==> config.mk <==
export PLATFORM = sky130hd
export DESIGN_NAME = prog_seqdet
export DESIGN_NICKNAME = d
export VERILOG_FILES = /design/src/rtl/prog_seqdet_pkg.sv /design/src/rtl/seq_shiftreg.sv /design/src/rtl/prog_seqdet.sv
export SDC_FILE = /design/constraint.sdc
export NUM_CORES = 1
export LEC_CHECK = 0
export CORE_MARGIN = 4
export CORE_UTILIZATION = 48
export CTS_CLUSTER_DIAMETER = 80
export CTS_CLUSTER_SIZE = 20
export DETAILED_ROUTE_END_ITERATION = 8
export PLACE_DENSITY_LB_ADDON = 0.2
export SLEW_MARGIN = 5
export SYNTH_ARGS = -nofsm -noshare
export SYNTH_HDL_FRONTEND = slang
export SYNTH_SLANG_ARGS = --single-unit
==> constraint.sdc <==
create_clock -name clk -period 2.1 [get_ports clk]
set_input_delay 0.42 -clock clk [delete_from_list [all_inputs] [get_ports clk]]
set_output_delay 0.42 -clock clk [all_outputs]
set_load 0.01 [all_outputs]
==> src/rtl/prog_seqdet_pkg.sv <==
// prog_seqdet_pkg
//   Shared definitions for the programmable serial sequence detector:
//   FSM state encoding, pattern-length legality limits and a helper that
//   checks a requested length against them.
package prog_seqdet_pkg;

   // Shortest pattern the detector accepts, and the largest MAX_LEN the
   // design is meant to be built with.
   localparam int MIN_LEN       = 2;
   localparam int MAX_LEN_LIMIT = 32;

   typedef enum logic [1:0] {
      UNCFG  = 2'd0,  // no legal configuration; serial input ignored
      FILL   = 2'd1,  // collecting bits until a full pattern is held
      DETECT = 2'd2   // every new bit completes a candidate window
   } state_t;

   // True when len is a usable pattern length for a detector built with
   // max_len history bits.
   function automatic logic len_legal(input int len, input int max_len);
      return (len >= MIN_LEN) && (len <= max_len);
   endfunction

endpackage

==> src/rtl/seq_shiftreg.sv <==
// seq_shiftreg
//   History shift register plus fill counter for prog_seqdet.
//   New bits enter at bit 0 and older bits move up one position. The fill
//   counter counts received bits and saturates at the active length.
//   The next-state values are exported so the parent can evaluate a match
//   on the same edge that shifts the bit in.
// Ports
//   clk       : clock, rising edge
//   rst       : asynchronous reset, active low
//   clr       : clear history and fill counter (has priority over shift)
//   shift     : accept din this cycle
//   fill_clr  : with shift, zero the fill counter instead of advancing it
//   din       : serial bit
//   len       : active pattern length (saturation point of the counter)
//   hist_nxt  : history value after shifting din in
//   fill_nxt  : fill counter value after accepting din
module seq_shiftreg #(
   parameter int MAX_LEN = 8,
   parameter int LEN_W   = $clog2(MAX_LEN + 1)
) (
   input  logic               clk,
   input  logic               rst,
   input  logic               clr,
   input  logic               shift,
   input  logic               fill_clr,
   input  logic               din,
   input  logic [LEN_W-1:0]   len,
   output logic [MAX_LEN-1:0] hist_nxt,
   output logic [LEN_W-1:0]   fill_nxt
);

   logic [MAX_LEN-1:0] hist;
   logic [LEN_W-1:0]   fill;

   assign hist_nxt = {hist[MAX_LEN-2:0], din};
   assign fill_nxt = (fill >= len) ? len : fill + 1'b1;

   always_ff @(posedge clk or negedge rst) begin
      if (!rst) begin
         hist <= '0;
         fill <= '0;
      end else if (clr) begin
         hist <= '0;
         fill <= '0;
      end else if (shift) begin
         hist <= hist_nxt;
         // A non-overlapping match restarts counting so none of the
         // matched bits can complete the next pattern.
         fill <= fill_clr ? '0 : fill_nxt;
      end
   end

endmodule

==> src/rtl/prog_seqdet.sv <==
// prog_seqdet
//   Programmable serial sequence detector. A pattern of 2..MAX_LEN bits is
//   loaded together with an overlap mode; serial bits are then compared
//   against the pattern and every match produces a one-cycle pulse on z
//   one clock after the completing bit, and bumps a saturating counter.
// Ports
//   clk         : clock, rising edge
//   rst         : asynchronous reset, active low
//   cfg_load    : load pattern/length/mode this cycle (beats x_valid)
//   cfg_pattern : pattern, bit 0 = most recently received bit
//   cfg_len     : pattern length in bits
//   cfg_overlap : 1 = matches may share bits, 0 = disjoint matches
//   x_valid     : x holds a serial bit this cycle
//   x           : serial bit
//   z           : match pulse
//   match_cnt   : saturating match count (survives reloads)
//   cfg_err     : sticky, last load had an illegal length
//   state       : current FSM state
module prog_seqdet
   import prog_seqdet_pkg::*;
#(
   parameter int MAX_LEN = 8,
   parameter int CNT_W   = 8
) (
   input  logic                         clk,
   input  logic                         rst,
   input  logic                         cfg_load,
   input  logic [MAX_LEN-1:0]           cfg_pattern,
   input  logic [$clog2(MAX_LEN+1)-1:0] cfg_len,
   input  logic                         cfg_overlap,
   input  logic                         x_valid,
   input  logic                         x,
   output logic                         z,
   output logic [CNT_W-1:0]             match_cnt,
   output logic                         cfg_err,
   output logic [1:0]                   state
);

   localparam int LEN_W = $clog2(MAX_LEN + 1);

   state_t             cur, nxt;
   logic [MAX_LEN-1:0] pat_q;
   logic [LEN_W-1:0]   len_q;
   logic               ovl_q;

   logic [MAX_LEN-1:0] hist_nxt;
   logic [MAX_LEN-1:0] len_mask;
   logic [LEN_W-1:0]   fill_nxt;
   logic               load_ok;
   logic               shift_en;
   logic               sr_clr;
   logic               fill_clr;
   logic               hit;

   assign load_ok = len_legal(int'(cfg_len), MAX_LEN);
   assign state   = cur;

   // Only the low len_q bits take part in the compare.
   always_comb begin
      len_mask = '0;
      for (int i = 0; i < MAX_LEN; i++)
         len_mask[i] = (i < int'(len_q));
   end

   seq_shiftreg #(
      .MAX_LEN (MAX_LEN),
      .LEN_W   (LEN_W)
   ) u_sr (
      .clk      (clk),
      .rst      (rst),
      .clr      (sr_clr),
      .shift    (shift_en),
      .fill_clr (fill_clr),
      .din      (x),
      .len      (len_q),
      .hist_nxt (hist_nxt),
      .fill_nxt (fill_nxt)
   );

   // Next state, shift control and match decode.
   always_comb begin
      nxt      = cur;
      shift_en = 1'b0;
      sr_clr   = 1'b0;
      fill_clr = 1'b0;
      hit      = 1'b0;
      if (cfg_load) begin
         // Any load, legal or not, discards the history; a bit arriving
         // in the same cycle is dropped.
         sr_clr = 1'b1;
         nxt    = load_ok ? FILL : UNCFG;
      end else if (x_valid && (cur != UNCFG)) begin
         shift_en = 1'b1;
         hit      = (fill_nxt == len_q) &&
                    (((hist_nxt ^ pat_q) & len_mask) == '0);
         if (hit && !ovl_q) begin
            fill_clr = 1'b1;
            nxt      = FILL;
         end else if (fill_nxt == len_q) begin
            nxt = DETECT;
         end
      end
   end

   always_ff @(posedge clk or negedge rst) begin
      if (!rst) cur <= UNCFG;
      else      cur <= nxt;
   end

   // Configuration registers; an illegal load keeps the old values but
   // parks the FSM in UNCFG so they are never used.
   always_ff @(posedge clk or negedge rst) begin
      if (!rst) begin
         pat_q   <= '0;
         len_q   <= '0;
         ovl_q   <= 1'b0;
         cfg_err <= 1'b0;
      end else if (cfg_load) begin
         cfg_err <= !load_ok;
         if (load_ok) begin
            pat_q <= cfg_pattern;
            len_q <= cfg_len;
            ovl_q <= cfg_overlap;
         end
      end
   end

   // Match pulse and saturating counter.
   always_ff @(posedge clk or negedge rst) begin
      if (!rst) begin
         z         <= 1'b0;
         match_cnt <= '0;
      end else begin
         z <= hit;
         if (hit && (match_cnt != '1))
            match_cnt <= match_cnt + 1'b1;
      end
   end

endmodule

# [Word-level counts from Yosys, hierarchy flattened]
# Cells that the tools add are included.
[word_totals] reg_bits=36 in_bits=18 output_inout_bits=12 word_cells=59
[op_classes] n_addsub=2 n_lt_le_gt_ge=11 n_eq_ne=2 muxes=19 bitwise=2 n_reduce_logical=14
[ops] cell="3-bit by 4-bit < comparator with 1-bit output, first input constant" n=4
[ops] cell="4-bit 2-to-1 mux" n=4
[ops] cell="7-bit 2-to-1 mux" n=2
[ops] cell="1-bit 2-to-1 mux" n=9
[ops] cell="8-bit by 1-bit adder with 8-bit output, second input constant" n=1
[ops] cell="8-bit bitwise AND" n=1
[ops] cell="8-bit logical NOT" n=1
[ops] cell="1-bit by 4-bit < comparator with 1-bit output, first input constant" n=2
[ops] cell="2-bit by 4-bit < comparator with 1-bit output, first input constant" n=2
[ops] cell="2-bit 2-to-1 mux" n=4
[ops] cell="8-bit inequality test, second input constant" n=1
[ops] cell="8-bit bitwise XOR" n=1
[ops] cell="2-bit nonzero test" n=3
[ops] cell="1-bit logical AND" n=5
[ops] cell="4-bit by 1-bit adder with 4-bit output, second input constant" n=1
[ops] cell="4-bit == test" n=1
[ops] cell="4-bit by 2-bit >= comparator with 1-bit output, second input constant" n=1
[ops] cell="4-bit >= comparator" n=1
[ops] cell="4-bit less-or-equal comparator, second input constant" n=1
[ops] cell="2-bit AND reduction" n=2
[ops] cell="3-bit nonzero test" n=1
[ops] cell="1-bit logical NOT" n=2

# [Depth between registers and ports, before layout]
# Gate-level depths: netlist of the first run.
[logic_depth] word_depth=11 ltp_mapped=8 ltp_nobuf=8

# [By module]
# A second synthesis of the first run with hierarchy kept.
[hier_totals] hier_cells=180 area_unflattened_um2=2037.0
[by_module_without_submodules] module="prog_seqdet" n_inst=1 cells_per_inst=111 area_each_um2=1321.3 seq_area_each_um2=625.6
[by_module_without_submodules] module="seq_shiftreg" n_inst=1 cells_per_inst=69 area_each_um2=715.7 seq_area_each_um2=275.3

# [Worst setup path before layout of the first run]
# OpenSTA, ideal clock, no wires.
[synth_path] path_kind="register to register" from="reg u_sr.fill[0]" to="reg match_cnt[1]" setup_time_ns=0.125 arrival_time_ns=2.008 required_time_ns=1.975 slack_ns=-0.032 path_stages_with_launch=8 path_buffers=0 synth_period_minus_slack_ns=2.132 path_cell_list="dfrtp_1 -> ha_1 -> xnor2_2 -> xnor2_1 -> nor4_4 -> o21ai_2 -> nor3b_2 -> mux2_2"
[synth_between] elab_chain_len=7 elab_cells_between_ends=8 cone_classes="add/sub: 1; order compare: 1; eq/ne: 1; mux: 3; reduce/logical: 2"
[synth_lines] element="start, declared" line="seq_shiftreg.sv:33" rtl="logic [LEN_W-1:0] fill;"
[synth_lines] element="start signal, assigned" line="seq_shiftreg.sv:49" rtl="fill <= fill_clr ? '0 : fill_nxt;"
[synth_lines] element="4-bit by 1-bit adder with 4-bit output or 4-bit >= comparator (tied branches)" line="seq_shiftreg.sv:36" rtl="assign fill_nxt = (fill >= len) ? len : fill + 1'b1;"
[synth_lines] element="4-bit 2-to-1 mux *" line="seq_shiftreg.sv:36"
[synth_lines] element="4-bit == test *" line="prog_seqdet.sv:94" rtl="hit = (fill_nxt == len_q) &&"
[synth_lines] element="1-bit logical AND *" line="prog_seqdet.sv:94"
[synth_lines] element="1-bit 2-to-1 mux *" line="prog_seqdet.sv:92" rtl="end else if (x_valid && (cur != UNCFG)) begin"
[synth_lines] element="1-bit 2-to-1 mux *" line="prog_seqdet.sv:87" rtl="if (cfg_load) begin"
[synth_lines] element="1-bit logical AND *" line="prog_seqdet.sv:135" rtl="if (hit && (match_cnt != '1))"
[synth_lines] element="end signal, assigned" line="prog_seqdet.sv:136" rtl="match_cnt <= match_cnt + 1'b1;"
[synth_lines] element="end, declared" line="prog_seqdet.sv:34" rtl="output logic [CNT_W-1:0] match_cnt,"
# Every way passes the cells marked *; elsewhere a longest branch is shown, timed or not.
# A chain may end at the register's enable or synchronous reset.

# [Final worst setup path of the first run]
# Same ends and word-level chain as after synthesis.

==> metrics.cfg, run 1 <==
[grt]
grt_first_pass_wirelength_um=7265
grt_max_degree=37
antenna_found_initial=0
grt.overflow.total=0
grt_pass1_vias=1528
grt_use_total_pct=18.15

[synth]
ys_seq_elements=36
ys.warnings.count=0
synth_largest_area_cell=dfrtp_1
synth_cells=184
syn_avg_cell_area_um2=10.61
synth-async-reset-ratio_pct=100.0
synth-edff-count=0
synthTopCellsByArea=dfrtp_1 (46%), mux2_2 (8.7%), xnor2_1 (4.5%)
synth.net_count=208
seq_area_frac_synth_pct=46.15
synth_area_um2=1952
synthDistinctLibCells=36
synth_ff_type=dfrtp_1
synth_top_area_share_pct=46.15

[die]
start_util_pct=51.38
core_area_um2=3799
die-area_um2=5151
die_h_um=71.77
die_x_um=71.77
floorplan.io_pins=30
rows=22

[setup_path]
timing.rr.end=match_cnt[1]$_DFFE_PN0P_
cp-start-kind=flop
r2r_start=u_sr.fill[0]$_DFFE_PN0P_
crit_required_ns=2.28
reg2reg_depth=7
cp-end-kind=flop
reg2reg_slack_ns=-0.02
crit_type=reg2reg
crit_arrival_ns=2.30
path_max_fanout=6

[place]
dp_slack_ns=-0.09056
place_congestion=0.7470
place_hpwl_um=3085
placement.cell_area_um2=2381
portBuffers=29

[power_and_ir_drop]
p_per_area_nw_per_um2=778.1
ir_drop_v=0.0005332
power_w=0.002091
p_leak_nw=1.163

[finish]
nets=261
mostFrequentLayoutCells=dfrtp_1 (31), clkdlybuf4s50_1 (29), nand2_1 (23)
drive_gt1_share_pct=31.09
diodes=0
synthToLayoutAreaGrowth_pct=37.69
mostFrequentLayoutCell=dfrtp_1
final_area_um2=2688

[hold_path]
holdCritStartpoint=match_cnt[5]$_DFFE_PN0P_
whs_endpoint=match_cnt[5]$_DFFE_PN0P_
hp-class=reg2reg
min_path_cells=1

[routing]
vias_per_cell=5.462
detailroute.via_count=1562
drtPass1Iterations=4
drc=0
route.final.wire_length_um=4392
dr.first_iter.drc_count=88
wl_per_cell_um=15.36
detail-route-antenna-nets=0

[sta]
hold_viol=0
slew_viol_final=0
fmax_ghz=0.4719
skew_ns=0.008043
rsz0062_at_grt=true
whs_ns=0.5072
setup_viol=2
layout_setup_ws_ns=-0.01904
fin_crit_ns=2.119
finalCritPeriodShare_pct=100.9
slew_headroom_pct=69.60
worst_pin_slew_ns=0.4560

[clocking]
cts_num_sinks=36
cts_root_buf=clkbuf_8
cts_tree=done
clock_path_buffers=2
htree_levels=2
cts.reportedPaths.clkPinSlew_ns=0.07
cts_made_buffers=5
clock_latency_ns=0.29

[job]
drv_cap=0

[run_status]
outcome=finished with violations
violations=setup timing

metal layers:
metal	wire, um	vias up	global-route usage [%]	part of all wire, %
li1	-	752	-	-
met1	1956	770	24.22	45
met2	2204	31	28.98	50
met3	164	9	4.628	3.7
met4	67	0	5.637	1.5
met5	0	-	0	0
where the power goes:
| part | switching, W | internal [W] |
|---|---|---|
| logic | 0.000346 | 0.000387 |
| registers | 0.0000814 | 0.000771 |
| clock network | 0.000245 | 0.000261 |
| total | 0.000672 | 0.00142 |
kinds of logic after synthesis:
kind of cell,share of synthesized area (%)
and+or+nand+nor,15.45
adders and majority gates,3.846
AOI/OAI and AO/OA,10.90
xor gates and xnor gates,9.808
buffers and inverters,3.653
muxes,10.19
DFF,46.15
synthesized netlist by cell type (2+ instances only):
| master | number |
|---|---|
| o21ai_0 | 4 |
| o21a_1 | 3 |
| clkbuf_1 | 4 |
| o22ai_1 | 3 |
| nand2_1 | 23 |
| xor2_1 | 10 |
| inv_1 | 6 |
| buf_6 | 2 |
| nor3_1 | 7 |
| nand4_1 | 3 |
| and3_1 | 3 |
| nor4_1 | 3 |
| xnor2_1 | 10 |
| ha_1 | 6 |
| nand3_1 | 4 |
| dfrtp_1 | 36 |
| mux2i_1 | 3 |
| a21oi_1 | 15 |
| nor2_1 | 8 |
| mux2_2 | 15 |
layout make-up:
cell class | count | area, um^2
multi-input cells | 134 | 1112
inverters | 6 | 22.52
repair buffers | 54 | 493.0
clock inverters | 2 | 10.01
fillers | 275 | 1111
flip-flops and latches | 36 | 907.1
clock buffers | 6 | 82.58
well taps | 48 | 60.06
registers in the layout (all words and copies together), names as in the netlist:
name	cells
match_cnt	8
len_q	4
u_sr.hist	7
u_sr.fill	4
ovl_q	1
pat_q	8
cfg_err	1
z	1
state	2
worst max-delay path by stage:
stage,endpoint,cells past startpoint,startpoint
finish,match_cnt[1]$_DFFE_PN0P_,7,u_sr.fill[0]$_DFFE_PN0P_
global route,match_cnt[0]$_DFFE_PN0P_,9,len_q[3]$_DFFE_PN0P_
CTS,match_cnt[1]$_DFFE_PN0P_,8,u_sr.fill[0]$_DFFE_PN0P_
detailed placement,match_cnt[1]$_DFFE_PN0P_,7,x
global placement,match_cnt[1]$_DFFE_PN0P_,7,x
floorplan,match_cnt[1]$_DFFE_PN0P_,6,u_sr.fill[0]$_DFFE_PN0P_
metrics by stage:
step	TNS [ns]	std cells	util, %
floorplan	0	184	-
global placement	-0.05829	270	62.68
detailed placement	-0.2006	270	62.68
CTS	-0.03659	281	67.29
global route	-0.6749	286	70.75
finish	-0.03702	286	70.75
what timing repair did:
item,4_1_cts,5_1_grt
endpoints found under the setup margin,6,14
hold buffers,0,0
setup buffers,3,5
gates resized for setup,10,20
pin swaps,3,9
worst max-delay path: stages, from the launching register on:
cell	delay (ns)
dfrtp_2	0.44
ha_4	0.26
xor2_2	0.15
nor4_4	0.30
buf_4	0.18
o21ai_4	0.10
nor3b_4	0.25
mux2_4	0.32
Note: power is estimated with default switching activity, not from simulation.
==> inputs of run 2 (changes only) <==
--- a/config.mk
+++ b/config.mk
@@ -6,9 +6,9 @@
 export NUM_CORES = 1
 export LEC_CHECK = 0
 export CORE_MARGIN = 4
-export CORE_UTILIZATION = 48
+export CORE_UTILIZATION = 57
 export CTS_CLUSTER_DIAMETER = 80
-export CTS_CLUSTER_SIZE = 20
+export CTS_CLUSTER_SIZE = 24
 export DETAILED_ROUTE_END_ITERATION = 8
 export PLACE_DENSITY_LB_ADDON = 0.2
 export SLEW_MARGIN = 5
==> constraint.sdc (replaced) <==
create_clock -name clk -period 2.55 [get_ports clk]
set_input_delay 0.51 -clock clk [delete_from_list [all_inputs] [get_ports clk]]
set_output_delay 0.51 -clock clk [all_outputs]
set_load 0.01 [all_outputs]
==> run 2 against run 1 <==
  * The flow now finishes without violations
  * Worst setup slack improved by 0.20 ns
  * Clock skew increased by 0.0063 ns
  * Critical path depth unchanged
  * Fmax decreased by 11%
  * Clock-buffer cell count unchanged
  * Sequential power decreased by 19%
  * Cell area decreased by 12%
  * First-iteration DRC count decreased by 35%
  * Global-route usage increased by 2.8 points
  * Critical path type unchanged
  * Largest cell class unchanged
==> metrics.cfg, run 2 (synthesis results as in run 1) <==
[setup_path]
cp-start-kind=flop
timing.rr.end=match_cnt[1]$_DFFE_PN0P_
path_max_fanout=8  ; +2
cp-end-kind=flop
reg2reg_slack_ns=0.18  ; +0.20 ns
startpoint=u_sr.fill[0]$_DFFE_PN0P_
path_cells=ha_1 -> xnor2_2 -> xnor2_1 -> nor4_4 -> o21ai_2 -> nor3b_2 -> mux2_2
crit_arrival_ns=2.59  ; +0.29 ns
crit_type=reg2reg
crit_required_ns=2.77  ; +0.49 ns
slowest_stage=dfrtp_1
max_stage_delay_ns=0.47  ; +0.03 ns
reg2reg_depth=7  ; unchanged
r2r_start=u_sr.fill[0]$_DFFE_PN0P_

[clocking]
cts_num_sinks=36  ; unchanged
clock_path_buffers=2  ; unchanged
cts_setup_buffers=0  ; -3
cts.reportedPaths.clkPinSlew_ns=0.11  ; +0.04 ns
clock_latency_ns=0.34  ; +0.05 ns
cts_root_buf=clkbuf_4
htree_levels=2  ; unchanged
cts_tree=done
cts_made_buffers=5  ; unchanged

[die]
floorplan.io_pins=30  ; unchanged
die_h_um=66.52  ; -7.3%
die-area_um2=4424  ; -14%
start_util_pct=61.90  ; +11 points
core_area_um2=3153  ; -17%
die_x_um=66.52  ; -7.3%
rows=20  ; -9.1%

[finish]
nets=245  ; -6.1%
reg_top3=match_cnt: 8 flops, pat_q: 8 flops, u_sr.hist: 7 flops
diodes=0  ; unchanged
synthToLayoutAreaGrowth_pct=21.03
mostFrequentLayoutCells=dfrtp_1 (36), clkdlybuf4s50_1 (29), nand2_1 (23)
final_area_um2=2362  ; -12%
mostFrequentLayoutCell=dfrtp_1
drive_gt1_share_pct=16.74  ; -14 points

[power_and_ir_drop]
clkPwrFrac_pct=19.7  ; -4.5 points
sw_frac_of_total_pct=32.98  ; +0.86 points
switchingPower_w=0.0004718  ; -30%
combPwrFrac_pct=32.3  ; -2.7 points
power_w=0.001431  ; -32%
p_leak_nw=1.034  ; -11%
p_int_w=0.0009589  ; -32%
p_per_area_nw_per_um2=605.7  ; -22%
p_seq_share_pct=48.0  ; +7.2 points
ir_drop_v=0.0003826  ; -28%

[sta]
layout_setup_ws_ns=0.1823  ; +0.2014 ns
hold_viol=0  ; unchanged
finalCritPeriodShare_pct=92.85  ; -8.1 points
rsz0062_at_grt=false
slew_headroom_pct=64.75  ; -4.9 points
skew_ns=0.01433  ; +0.006291 ns
worst_pin_slew_ns=0.5283  ; +0.07232 ns
fin_crit_ns=2.368  ; +0.2486 ns
fmax_ghz=0.4224  ; -11%
finalSetupTns_ns=0  ; +0.03702 ns
setup_viol=0  ; -2
slew_viol_final=0  ; unchanged

[grt]
grt.busiest_layer=met2
met3_usage_pct=5.396  ; +0.77 points
grt_first_pass_wirelength_um=6920  ; -4.7%
met1_usage_pct=26.94  ; +2.7 points
met2_usage_pct=33.83  ; +4.8 points
grt_use_total_pct=20.91  ; +2.8 points
grt.overflow.total=0  ; unchanged
grt_max_degree=37  ; unchanged
antenna_found_initial=0  ; unchanged
grt_pass1_vias=1438  ; -5.9%

[job]
drv_cap=0  ; unchanged

[place]
placement.cell_area_um2=2316  ; -2.7%
place_hpwl_um=3077  ; -0.25%
portBuffers=29  ; unchanged
dp_slack_ns=0.1807  ; +0.2713 ns
place_congestion=0.9432  ; +26%

[hold_path]
whs_endpoint=cfg_err$_DFFE_PN0P_
min_path_cells=2  ; +1
holdCritStartpoint=cfg_err$_DFFE_PN0P_
hp-class=reg2reg

[routing]
wl_per_cell_um=15.66  ; +2.0%
detailroute.via_count=1504  ; -3.7%
detail-route-antenna-nets=0  ; unchanged
route.final.wire_length_um=4150  ; -5.5%
dr.first_iter.drc_count=57  ; -35%
vias_per_cell=5.675  ; +3.9%
drtPass1Iterations=4  ; unchanged
drc=0  ; unchanged

[run_status]
outcome=completed

[run 2: worst max-delay path, delay by kind of cell (launching register included)]
kind                       cells  cell delay (ns)
DFF                            1             0.47
and+or+nand+nor                2             0.63
adders and majority gates      1             0.27
muxes                          1             0.36
xor gates and xnor gates       2             0.33
AOI/OAI and AO/OA              1             0.19
[run 2: through the flow]
stage / util [%] / hold slack (ns) / instances
5_1_grt: 74.92 / 0.5143 / 265
3_3_place_gp: 73.45 / 0.4748 / 258
4_1_cts: 74.92 / 0.5066 / 265
3_5_place_dp: 73.45 / 0.4802 / 258
6_report: 74.92 / 0.5046 / 265
2_1_floorplan: - / 0.2144 / 184
[run 2: area by class of cell]
class / count / area (um^2)
Multi-Input combinational cell: 134 / 979.7
Fill cell: 246 / 790.8
Sequential cell: 36 / 900.9
Clock inverter: 1 / 5.005
Inverter: 6 / 22.52
Timing Repair Buffer: 38 / 357.8
Tap cell: 44 / 55.05
Clock buffer: 6 / 41.29
[run 2: what timing repair did]
| action | CTS | global route |
|---|---|---|
| hold buffers | 0 | 0 |
| endpoints found under the setup margin | 0 | 1 |
| gates resized for setup | 0 | 1 |
[run 2: worst max-delay path by stage]
stage,to,cells after the start
after floorplan,match_cnt[1]$_DFFE_PN0P_,7
after global placement,match_cnt[1]$_DFFE_PN0P_,7
after detailed placement,match_cnt[1]$_DFFE_PN0P_,8
after CTS,match_cnt[1]$_DFFE_PN0P_,8
after global routing,match_cnt[1]$_DFFE_PN0P_,7
final,match_cnt[1]$_DFFE_PN0P_,7
[run 2: per-layer routing]
metal  part of all wire, %  vias to the layer above
met2                    51                       25
met4                   1.5                        0
met3                   3.6                        7
met5                     0                        -
li1                      -                      718
met1                    44                      754
[run 2: power by group through the flow]
stage | registers [W] | clock network (W) | logic, W
6_report | 0.000687 | 0.000281 | 0.000462
5_1_grt | 0.000696 | 0.000316 | 0.000504
4_1_cts | 0.000687 | 0.000288 | 0.000462
3_5_place_dp | 0.000698 | 0 | 0.000460
3_3_place_gp | 0.000693 | 0 | 0.000447
2_1_floorplan | 0.000694 | 0 | 0.000317
